$ cat src/rtl/mod3_pkg.sv
// -----------------------------------------------------------------------------
// mod3_pkg
// Shared definitions for the mod-3 operand sequencer.
//   OPERAND_W / REM_W / STEP_W : widths of the operand, remainder and step count
//   seq_state_e                : sequencer FSM states
//   ref_mod3()                 : plain arithmetic x mod 3, kept for benches
// -----------------------------------------------------------------------------
package mod3_pkg;

    localparam int OPERAND_W = 64;
    localparam int REM_W     = 2;
    localparam int STEP_W    = 7;

    typedef enum logic [1:0] {
        GAP  = 2'd0,
        IDLE = 2'd1,
        RUN  = 2'd2,
        HOLD = 2'd3
    } seq_state_e;

    function automatic logic [REM_W-1:0] ref_mod3(input logic [OPERAND_W-1:0] x);
        return REM_W'(x % 64'd3);
    endfunction

endpackage

$ cat src/rtl/mod3_sync_fifo.sv
// -----------------------------------------------------------------------------
// mod3_sync_fifo
// Single-clock FIFO holding {tag, operand} entries.
//   push/wdata   : write request; only honoured while wr_ready=1
//   pop/rdata    : rdata shows the head entry; pop is ignored when empty
//   empty        : no entries stored (from the registered count)
//   wr_ready     : registered !full; a pop does not raise it in the same cycle
//   count_next   : occupancy after this cycle's push/pop, for registered status
// -----------------------------------------------------------------------------
module mod3_sync_fifo #(
    parameter int DEPTH = 4,
    parameter int WIDTH = 68
) (
    input  logic                       clk,
    input  logic                       rst_n,
    input  logic                       push,
    input  logic [WIDTH-1:0]           wdata,
    input  logic                       pop,
    output logic [WIDTH-1:0]           rdata,
    output logic                       empty,
    output logic                       wr_ready,
    output logic [$clog2(DEPTH+1)-1:0] count_next
);

    localparam int PTR_W = $clog2(DEPTH);
    localparam int CNT_W = $clog2(DEPTH+1);

    logic [WIDTH-1:0] mem_q [DEPTH];
    logic [PTR_W-1:0] wr_ptr_q, wr_ptr_d;
    logic [PTR_W-1:0] rd_ptr_q, rd_ptr_d;
    logic [CNT_W-1:0] count_q, count_d;
    logic             wr_ready_q, wr_ready_d;
    logic             push_s, pop_s;

    // Pointer and occupancy update; pointers wrap because DEPTH is a power of 2.
    always_comb begin
        push_s   = push & wr_ready_q;
        pop_s    = pop & (count_q != CNT_W'(0));
        wr_ptr_d = wr_ptr_q;
        rd_ptr_d = rd_ptr_q;
        count_d  = count_q;
        if (push_s) begin
            wr_ptr_d = wr_ptr_q + PTR_W'(1);
        end else begin
            wr_ptr_d = wr_ptr_q;
        end
        if (pop_s) begin
            rd_ptr_d = rd_ptr_q + PTR_W'(1);
        end else begin
            rd_ptr_d = rd_ptr_q;
        end
        case ({push_s, pop_s})
            2'b10:   count_d = count_q + CNT_W'(1);
            2'b01:   count_d = count_q - CNT_W'(1);
            default: count_d = count_q;
        endcase
        wr_ready_d = (count_d != CNT_W'(DEPTH));
    end

    // Pointer, count and ready registers.
    always_ff @(posedge clk or negedge rst_n) begin
        if (!rst_n) begin
            wr_ptr_q   <= '0;
            rd_ptr_q   <= '0;
            count_q    <= '0;
            wr_ready_q <= 1'b0;
        end else begin
            wr_ptr_q   <= wr_ptr_d;
            rd_ptr_q   <= rd_ptr_d;
            count_q    <= count_d;
            wr_ready_q <= wr_ready_d;
        end
    end

    // Entry storage, cleared on reset so no stale operand is ever visible.
    always_ff @(posedge clk or negedge rst_n) begin
        if (!rst_n) begin
            for (int i = 0; i < DEPTH; i++) begin
                mem_q[i] <= '0;
            end
        end else if (push_s) begin
            mem_q[wr_ptr_q] <= wdata;
        end
    end

    assign rdata      = mem_q[rd_ptr_q];
    assign empty      = (count_q == CNT_W'(0));
    assign wr_ready   = wr_ready_q;
    assign count_next = count_d;

endmodule

$ cat src/rtl/mod3_operand_sequencer.sv
// -----------------------------------------------------------------------------
// mod3_operand_sequencer
// Feeds buffered operands one at a time to an iterative mod-3 core and returns
// remainder + tag in arrival order. A watchdog turns a hung core into a result
// flagged with out_timeout.
//   in_valid/in_ready/in_data/in_tag : operand stream (valid/ready)
//   core_x/core_e                    : operand and enable to the core
//   core_s/core_f/core_i             : remainder, finished, step count from core
//   out_valid/out_ready/out_rem/out_tag/out_steps/out_timeout : result stream
//   busy                             : FIFO non-empty or FSM not in GAP
// All outputs come straight from flops.
// -----------------------------------------------------------------------------
module mod3_operand_sequencer
    import mod3_pkg::*;
#(
    parameter int FIFO_DEPTH = 4,
    parameter int TAG_W      = 4,
    parameter int GAP_CYCLES = 2,
    parameter int TIMEOUT    = 127
) (
    input  logic                 clk,
    input  logic                 rst_n,
    input  logic                 in_valid,
    output logic                 in_ready,
    input  logic [OPERAND_W-1:0] in_data,
    input  logic [TAG_W-1:0]     in_tag,
    output logic [OPERAND_W-1:0] core_x,
    output logic                 core_e,
    input  logic [REM_W-1:0]     core_s,
    input  logic                 core_f,
    input  logic [STEP_W-1:0]    core_i,
    output logic                 out_valid,
    input  logic                 out_ready,
    output logic [REM_W-1:0]     out_rem,
    output logic [TAG_W-1:0]     out_tag,
    output logic [STEP_W-1:0]    out_steps,
    output logic                 out_timeout,
    output logic                 busy
);

    localparam int ENTRY_W = TAG_W + OPERAND_W;
    localparam int CNT_W   = $clog2(FIFO_DEPTH+1);
    localparam int GAP_W   = $clog2(GAP_CYCLES+1);
    localparam int RUN_W   = $clog2(TIMEOUT+1);

    seq_state_e           state_q, state_d;
    logic [GAP_W-1:0]     gap_cnt_q, gap_cnt_d;
    logic [RUN_W-1:0]     run_cnt_q, run_cnt_d;
    logic [OPERAND_W-1:0] core_x_q, core_x_d;
    logic                 core_e_q, core_e_d;
    logic                 out_valid_q, out_valid_d;
    logic [REM_W-1:0]     out_rem_q, out_rem_d;
    logic [TAG_W-1:0]     out_tag_q, out_tag_d;
    logic [STEP_W-1:0]    out_steps_q, out_steps_d;
    logic                 out_timeout_q, out_timeout_d;
    logic                 busy_q, busy_d;

    logic                 fifo_pop_s;
    logic [ENTRY_W-1:0]   fifo_rdata_s;
    logic                 fifo_empty_s;
    logic [CNT_W-1:0]     fifo_count_next_s;

    mod3_sync_fifo #(
        .DEPTH (FIFO_DEPTH),
        .WIDTH (ENTRY_W)
    ) u_fifo (
        .clk        (clk),
        .rst_n      (rst_n),
        .push       (in_valid),
        .wdata      ({in_tag, in_data}),
        .pop        (fifo_pop_s),
        .rdata      (fifo_rdata_s),
        .empty      (fifo_empty_s),
        .wr_ready   (in_ready),
        .count_next (fifo_count_next_s)
    );

    // Next-state logic: job launch, core/watchdog completion, result handoff.
    always_comb begin
        state_d       = state_q;
        gap_cnt_d     = gap_cnt_q;
        run_cnt_d     = run_cnt_q;
        core_x_d      = core_x_q;
        core_e_d      = core_e_q;
        out_valid_d   = out_valid_q;
        out_rem_d     = out_rem_q;
        out_tag_d     = out_tag_q;
        out_steps_d   = out_steps_q;
        out_timeout_d = out_timeout_q;
        fifo_pop_s    = 1'b0;
        case (state_q)
            GAP: begin
                core_e_d = 1'b0;
                if (gap_cnt_q == GAP_W'(GAP_CYCLES - 1)) begin
                    gap_cnt_d = '0;
                    state_d   = IDLE;
                end else begin
                    gap_cnt_d = gap_cnt_q + GAP_W'(1);
                end
            end
            IDLE: begin
                if (!fifo_empty_s) begin
                    core_x_d   = fifo_rdata_s[OPERAND_W-1:0];
                    out_tag_d  = fifo_rdata_s[ENTRY_W-1:OPERAND_W];
                    fifo_pop_s = 1'b1;
                    core_e_d   = 1'b1;
                    run_cnt_d  = '0;
                    state_d    = RUN;
                end else begin
                    core_e_d = 1'b0;
                end
            end
            RUN: begin
                run_cnt_d = run_cnt_q + RUN_W'(1);
                // core_f may still be high from the previous job in the first
                // RUN cycle, so it only counts once the counter has moved.
                if (core_f && (run_cnt_q != RUN_W'(0))) begin
                    out_rem_d     = core_s;
                    out_steps_d   = core_i;
                    out_timeout_d = 1'b0;
                    out_valid_d   = 1'b1;
                    core_e_d      = 1'b0;
                    state_d       = HOLD;
                end else if (run_cnt_q == RUN_W'(TIMEOUT - 1)) begin
                    out_rem_d     = '0;
                    out_steps_d   = core_i;
                    out_timeout_d = 1'b1;
                    out_valid_d   = 1'b1;
                    core_e_d      = 1'b0;
                    state_d       = HOLD;
                end else begin
                    core_e_d = 1'b1;
                end
            end
            HOLD: begin
                if (out_ready) begin
                    out_valid_d = 1'b0;
                    gap_cnt_d   = '0;
                    state_d     = GAP;
                end else begin
                    out_valid_d = 1'b1;
                end
            end
            default: begin
                core_e_d    = 1'b0;
                out_valid_d = 1'b0;
                gap_cnt_d   = '0;
                state_d     = GAP;
            end
        endcase
        busy_d = (fifo_count_next_s != CNT_W'(0)) || (state_d != GAP);
    end

    // State, counters and registered outputs; reset drops core_e immediately.
    always_ff @(posedge clk or negedge rst_n) begin
        if (!rst_n) begin
            state_q       <= GAP;
            gap_cnt_q     <= '0;
            run_cnt_q     <= '0;
            core_x_q      <= '0;
            core_e_q      <= 1'b0;
            out_valid_q   <= 1'b0;
            out_rem_q     <= '0;
            out_tag_q     <= '0;
            out_steps_q   <= '0;
            out_timeout_q <= 1'b0;
            busy_q        <= 1'b0;
        end else begin
            state_q       <= state_d;
            gap_cnt_q     <= gap_cnt_d;
            run_cnt_q     <= run_cnt_d;
            core_x_q      <= core_x_d;
            core_e_q      <= core_e_d;
            out_valid_q   <= out_valid_d;
            out_rem_q     <= out_rem_d;
            out_tag_q     <= out_tag_d;
            out_steps_q   <= out_steps_d;
            out_timeout_q <= out_timeout_d;
            busy_q        <= busy_d;
        end
    end

    assign core_x      = core_x_q;
    assign core_e      = core_e_q;
    assign out_valid   = out_valid_q;
    assign out_rem     = out_rem_q;
    assign out_tag     = out_tag_q;
    assign out_steps   = out_steps_q;
    assign out_timeout = out_timeout_q;
    assign busy        = busy_q;

endmodule

$ cat config.mk
export PLATFORM = sky130hd
export DESIGN_NAME = mod3_operand_sequencer
export DESIGN_NICKNAME = d
export VERILOG_FILES = /design/src/rtl/mod3_pkg.sv /design/src/rtl/mod3_sync_fifo.sv /design/src/rtl/mod3_operand_sequencer.sv
export SDC_FILE = /design/constraint.sdc
export NUM_CORES = 1
export LEC_CHECK = 0
export BUFFER_PORTS_ARGS = -buffer_cell sky130_fd_sc_hd__buf_2
export CORE_MARGIN = 4
export CORE_UTILIZATION = 63
export DETAILED_ROUTE_END_ITERATION = 16
export PLACE_DENSITY_LB_ADDON = 0.05
export SLEW_MARGIN = 15
export SYNTH_ARGS = -nofsm -noshare
export SYNTH_HDL_FRONTEND = slang
export SYNTH_SLANG_ARGS = --single-unit
export TNS_END_PERCENT = 20
$ cat constraint.sdc
create_clock -name clk -period 4.3 [get_ports clk]
set_clock_uncertainty 0.1 [all_clocks]
set_input_delay 0.215 -clock clk [delete_from_list [all_inputs] [get_ports clk]]
set_output_delay 0.215 -clock clk [all_outputs]
set_load 0.01 [all_outputs]
---- Word level (Yosys, flattened, before mapping) ----
Cells that the tools add are included.
storage, ports and cells
  register bits ........................... 372
  bits in latches ......................... 0
  RAM bits ................................ 0
  bits in read-only memories .............. 0
  input bits .............................. 82
  output and inout bits ................... 82
  word-level logic and storage cells ...... 95
  memories kept ........................... 0
cells by class
  add/subtract/negate cells ............... 6
  multipliers ............................. 0
  div/mod/pow operators ................... 0
  $lt $le $gt $ge ......................... 3
  equality and inequality tests ........... 11
  shift operators ......................... 0
  mux-type cells .......................... 32
  bitwise gates (word level) .............. 5
  reductions and logical operators ........ 19
operators with widths
  operator                                                          count
  272-bit bitwise mux                                               1
  68-bit two-way mux                                                3
  68-bit binary-select mux with 2-bit select                        1
  68-bit demux with 2-bit select                                    1
  7-bit two-way mux                                                 3
  2-bit two-way mux                                                 9
  7-bit one-hot mux with 2 select lines                             1
  2-bit AND reduction                                               5
  2-bit nonzero test                                                5
  3-bit nonzero test                                                3
  1-bit two-way mux                                                 8
  2-bit one-hot mux with 4 select lines                             1
  7-bit by 1-bit adder with 7-bit output (second input constant)    1
  7-bit == test (second input constant)                             1
  7-bit nonzero test                                                1
  2-bit by 1-bit adder with 2-bit output (second input constant)    3
  2-bit by 1-bit == test with 1-bit output (second input constant)  3
  2-bit == test (second input constant)                             3
  3-bit >= comparator (second input constant)                       2
  3-bit != test (second input constant)                             2
  2-bit inverter with 3-bit output                                  2
  3-bit one-hot mux with 2 select lines                             1
  2-bit != test (second input constant)                             2
  2-bit one-hot mux with 2 select lines                             1
  other kinds (11)                                                  13

---- Depth between registers and ports, before layout ----
  depth in word-level cells ............... 8
  depth in mapped cells ................... 12
  mapped depth without buffers ............ 10

---- Modules after synthesis ----
Synthesis repeated with hierarchy kept, for this count alone.
second synthesis, totals
  cell total of the unflattened synthesis .. 956
  area total of the unflattened synthesis .. 16,214.3 um^2
by module, submodules not included
  module                  instances  cells an instance  area each (um^2)  seq. area each (um^2)
  mod3_sync_fifo          1          694                12,426.9          7,006.7
  mod3_operand_sequencer  1          262                3,787.4           2,302.2

---- Least setup slack after synthesis ----
Ideal clock, no wire load.
  path type ............................... reg2reg
  start ................................... register state_q[1]
  end ..................................... register busy_q (netlist: busy)
  setup time .............................. 133 ps
  arrival ................................. 2,405 ps
  data required time ...................... 4,067 ps
  path slack .............................. 1,663 ps
  stages on the path, launching flop included .. 12
  buffers on the path ..................... 2
  period minus slack after synthesis ...... 2,637 ps
  cell sequence ........................... dfrtp_1 inv_1 ha_1 o31ai_1 buf_2 inv_2 clkbuf_1 ha_1 fa_1 mux2_2 nor2_1 nand4bb_1
on the way
  longest elaborated chain between the ends .. 7
  elaborated cells between the ends (all ways) .. 18
  those cells by class .................... 5 x eq/ne; 8 x mux; 1 x bitwise; 4 x reduce/logical
ends and longest elaborated chain
  item                                                                              RTL line                       text
  start, declared                                                                   mod3_operand_sequencer.sv:46   seq_state_e state_q, state_d;
  start signal, assigned                                                            mod3_operand_sequencer.sv:169  state_q <= state_d;
  2-bit by 1-bit == test with 1-bit output *                                        mod3_operand_sequencer.sv:91   case (state_q)
  1-bit two-way mux *                                                               mod3_operand_sequencer.sv:91
  1-bit AND *                                                                       mod3_sync_fifo.sv:38           pop_s = pop & (count_q != CNT_W'(0));
  2-bit by 1-bit == test with 1-bit output / 2-bit == test (equally long branches)  mod3_sync_fifo.sv:52           case ({push_s, pop_s})
  3-bit one-hot mux with 2 select lines *                                           mod3_sync_fifo.sv:52
  via fifo_count_next_s[1]                                                          mod3_operand_sequencer.sv:61   logic [CNT_W-1:0] fifo_count_next_s;
  3-bit nonzero test *                                                              mod3_operand_sequencer.sv:151  busy_d = (fifo_count_next_s != CNT_W'(0)) || (state_d != GAP);
  1-bit logical OR *                                                                mod3_operand_sequencer.sv:151
  via busy_d                                                                        mod3_operand_sequencer.sv:56   logic busy_q, busy_d;
  end signal, assigned                                                              mod3_operand_sequencer.sv:179  busy_q <= busy_d;
  end, declared                                                                     mod3_operand_sequencer.sv:56
Mark *: on every way through the listed nets, which the timed path passes. The rest lies on a longest branch.
A chain may end at the register's enable or synchronous reset.

---- Final worst setup path ----
  start ................................... register state_q[1]
  end ..................................... register busy_q (netlist: busy)
on the way
  elaborated cells between the ends (all ways) .. 18
  those cells by class .................... 5 x eq/ne; 8 x mux; 1 x bitwise; 4 x reduce/logical
RTL lines
  item                                     RTL line                       text
  2-bit two-way mux                        mod3_operand_sequencer.sv:124  end else if (run_cnt_q == RUN_W'(TIMEOUT - 1)) begin
  2-bit two-way mux                        mod3_operand_sequencer.sv:117  if (core_f && (run_cnt_q != RUN_W'(0))) begin
  2-bit one-hot mux with 4 select lines *  mod3_operand_sequencer.sv:91
  via state_d[1]                           mod3_operand_sequencer.sv:46
  2-bit nonzero test *                     mod3_operand_sequencer.sv:151
  1-bit logical OR *                       mod3_operand_sequencer.sv:151
  via busy_d                               mod3_operand_sequencer.sv:56
Marks and branches as above.

==> results.toml <==
[critical_path]
cp-start-kind = "register"
r2r-start = "state_q[1]"
cpPeakStageDelay_ns = 0.76
arrival_ns = 2.74
r2r_setup_slack_ns = 1.85
rr_worst_depth = 7
cp_data_required_time_ns = 4.59
path_class = "register to register"
r2r-end = "busy"
path_max_fanout = 73
critPathCaptureType = "register"
path_cells = "inv_1 -> ha_1 -> o31ai_4 -> buf_4 -> a21oi_1 -> a31o_2 -> nand4bb_1"
cp_slowest_cell = "buf_4"

[logic_synthesis]
ys_types = 39
synth_cells = 1089
synth_fp_nets = 1185
ys_seq_area_share_pct = 59.0
synthFlopType = "dfrtp_1"
ys_seq_elements = 372
async_reset_ff_share_pct = 100
synth-edff-count = 0
netlist_area_um2 = 15800
avgSynthCellArea_um2 = 14.5
ys_warn_count = 0

[timing]
period_needed_ns = 2.45
final.setup.tns_ns = 0
slew_violations = 0
fin_crit_sh_pct = 57.0
hold_violations = 0
rsz0062_at_grt = "false"
relSlewSlack_pct = 24.2
finalSetupViolCount = 0
worst_pin_slew_ns = 1.14
fmax_ghz = 0.408

[cts]
clk_path_buf_depth = 3
holdBufCountCts = 80
cts-buffers-inserted = 38
cts-root-buf = "clkbuf_16"
cts-htree-levels = 2
clock_latency_ns = 0.51
cts-resized-gates = 0
clkSinkCount = 372
clk_pin_slew_worst_paths_ns = 0.06
cts_tree = "done"
post_cts_buffers = 0

[final_layout]
fin_util_pct = 77.7
final_layout_size_suffix_gt1_share_pct = 44.2
layoutNonFillerInstCount = 1676
layout_commonest_cell = "dfrtp_1"
nets = 1420
fin_area_um2 = 19000
area_delta_synth_final_pct = 20.4
layout_common_cells = "dfrtp_1 (370), mux2_2 (281), nand2_1 (212)"

[global_routing]
gr-total-overflow = 0
grt_usage_pct = 23.5
grt_max_degree = 118
grt_first_pass_wirelength_um = 53600
antenna_found_initial = 1
grt_pass1_vias = 10300

[worst_hold_path]
hold_path_class = "input pin to register"
min_to = "u_fifo.wr_ptr_q[0]"
hold_depth = 3
hp-start = "in_valid"

[pwr]
power_frac_seq_pct = 43.0
p_switching_mw = 4.60
switching_share_pct = 30.9
power_frac_comb_pct = 35.1
p_leak_nw = 8.75
power.total_mw = 14.9
clkPwrFrac_pct = 21.9
power.density_nw_per_um2 = 783
p_int_mw = 10.3
peakVddDrop_mv = 0.506

[drt]
vias_per_cell = 5.63
drtAntennaViolNets = 0
via_count = 9442
routedWlPerCell_um = 19.1
drtIter0Drc = 578
drc_errors = 0
drt_pass1_iterations = 6
drt-total-wl_um = 32000

[status]
status = "finished, final reports clean"

[floorplan]
start_util_pct = 64.5
core_area_um2 = 24500
die_h_um = 166
die-area_um2 = 27600
die_w_um = 166
num_rows = 57
io_pins = 164

[placement]
gp_congestion = 0.725
dp.cells = 1528
placed_cell_area_um2 = 16900
hpwlAfterDp_um = 18200
port_buffers = 163

[job]
max-cap-violations = 0
-- cell type report --
type / instances / area (µm²)
antenna: 1 / 2.50
multi-input combinational: 647 / 6230
tap: 324 / 405
clock inverter: 6 / 55.1
fill: 1500 / 5460
sequential: 372 / 9320
timing repair buffer: 255 / 1750
clock buffer: 61 / 1200
inverter: 10 / 37.5
-- metrics by stage --
stage	hold WS (ns)	worst slack, ns
finish	0.0678	1.85
global route	0.0678	1.68
CTS	0.0561	1.84
detailed placement	0.259	1.85
global placement	0.255	1.93
floorplan	-0.181	1.66
-- registers in the layout, indices dropped and copies added, names as in the netlist --
signal / flops
core_e: 1
u_fifo.rd_ptr_q: 2
gap_cnt_q: 2
busy: 1
u_fifo.wr_ptr_q: 2
u_fifo.mem_q: 272
state_q: 2
out_timeout: 1
u_fifo.count_q: 3
out_rem: 2
out_tag: 4
run_cnt_q: 7
u_fifo.wr_ready: 1
out_valid: 1
out_steps: 7
core_x: 64
-- routing by layer --
layer,routed length [µm],vias up,global-route usage [%]
met1,13800,4887,32.1
met3,1370,36,3.71
met5,0,-,0
li1,-,4331,-
met4,425,0,4.62
met2,16400,188,40.9
-- worst max-delay path: cells and delay by family (launching register included) --
| family | cells | cell delay [ns] |
|---|---|---|
| adder cells (fa/ha/maj) | 1 | 0.27 |
| flip-flops | 1 | 0.43 |
| buffers and inverters | 2 | 0.85 |
| AND/OR/NAND/NOR | 1 | 0.16 |
| AO/OA/AOI/OAI | 3 | 0.51 |
-- power by group through the flow --
stage	Combinational (mW)	Clock, mW	Sequential [mW]
finish	5.22	3.26	6.40
global route	5.72	3.49	6.61
CTS	5.29	3.32	6.40
detailed placement	5.19	0	6.44
global placement	5.04	0	6.35
floorplan	4.05	0	6.07
-- synth_stat cells, types with 2 or more instances --
cell type	n	share of area [%]
clkbuf_1	12	0.29
inv_1	9	0.21
o21ai_0	10	0.32
nand3_1	5	0.16
or3_1	2	0.079
nand2_1	212	5.0
o21a_1	3	0.14
nor3_1	3	0.095
ha_1	13	1.0
buf_1	15	0.36
dfrtp_1	372	59
mux2_2	281	20
nor2_1	12	0.29
o31ai_1	3	0.14
a22o_2	2	0.13
xnor2_1	8	0.44
a21oi_1	3	0.095
buf_2	33	1.0
nor2b_1	4	0.16
mux4_2	68	9.7
-- worst max-delay path by stage --
stage	endpoint	start
2_1_floorplan	busy	state_q[1]
3_3_place_gp	busy	state_q[1]
3_5_place_dp	busy	state_q[1]
4_1_cts	busy	state_q[1]
5_1_grt	busy	state_q[1]
6_report	busy	state_q[1]
-- cells by family (layout without fill, tap and decap cells) --
family          count (synthesis)  count (layout)  share of synthesized area (%)
mux                           349             349                           29.8
buf+inv                        70             332                           1.93
xor+xnor                        9               9                          0.500
compound gates                 30              30                           1.38
other cells                     0               1                              0
simple gates                  245             245                           6.29
flops                         372             372                           59.0
fa+ha+maj                      14              14                           1.16
Note: power is estimated with default switching activity, not from simulation.
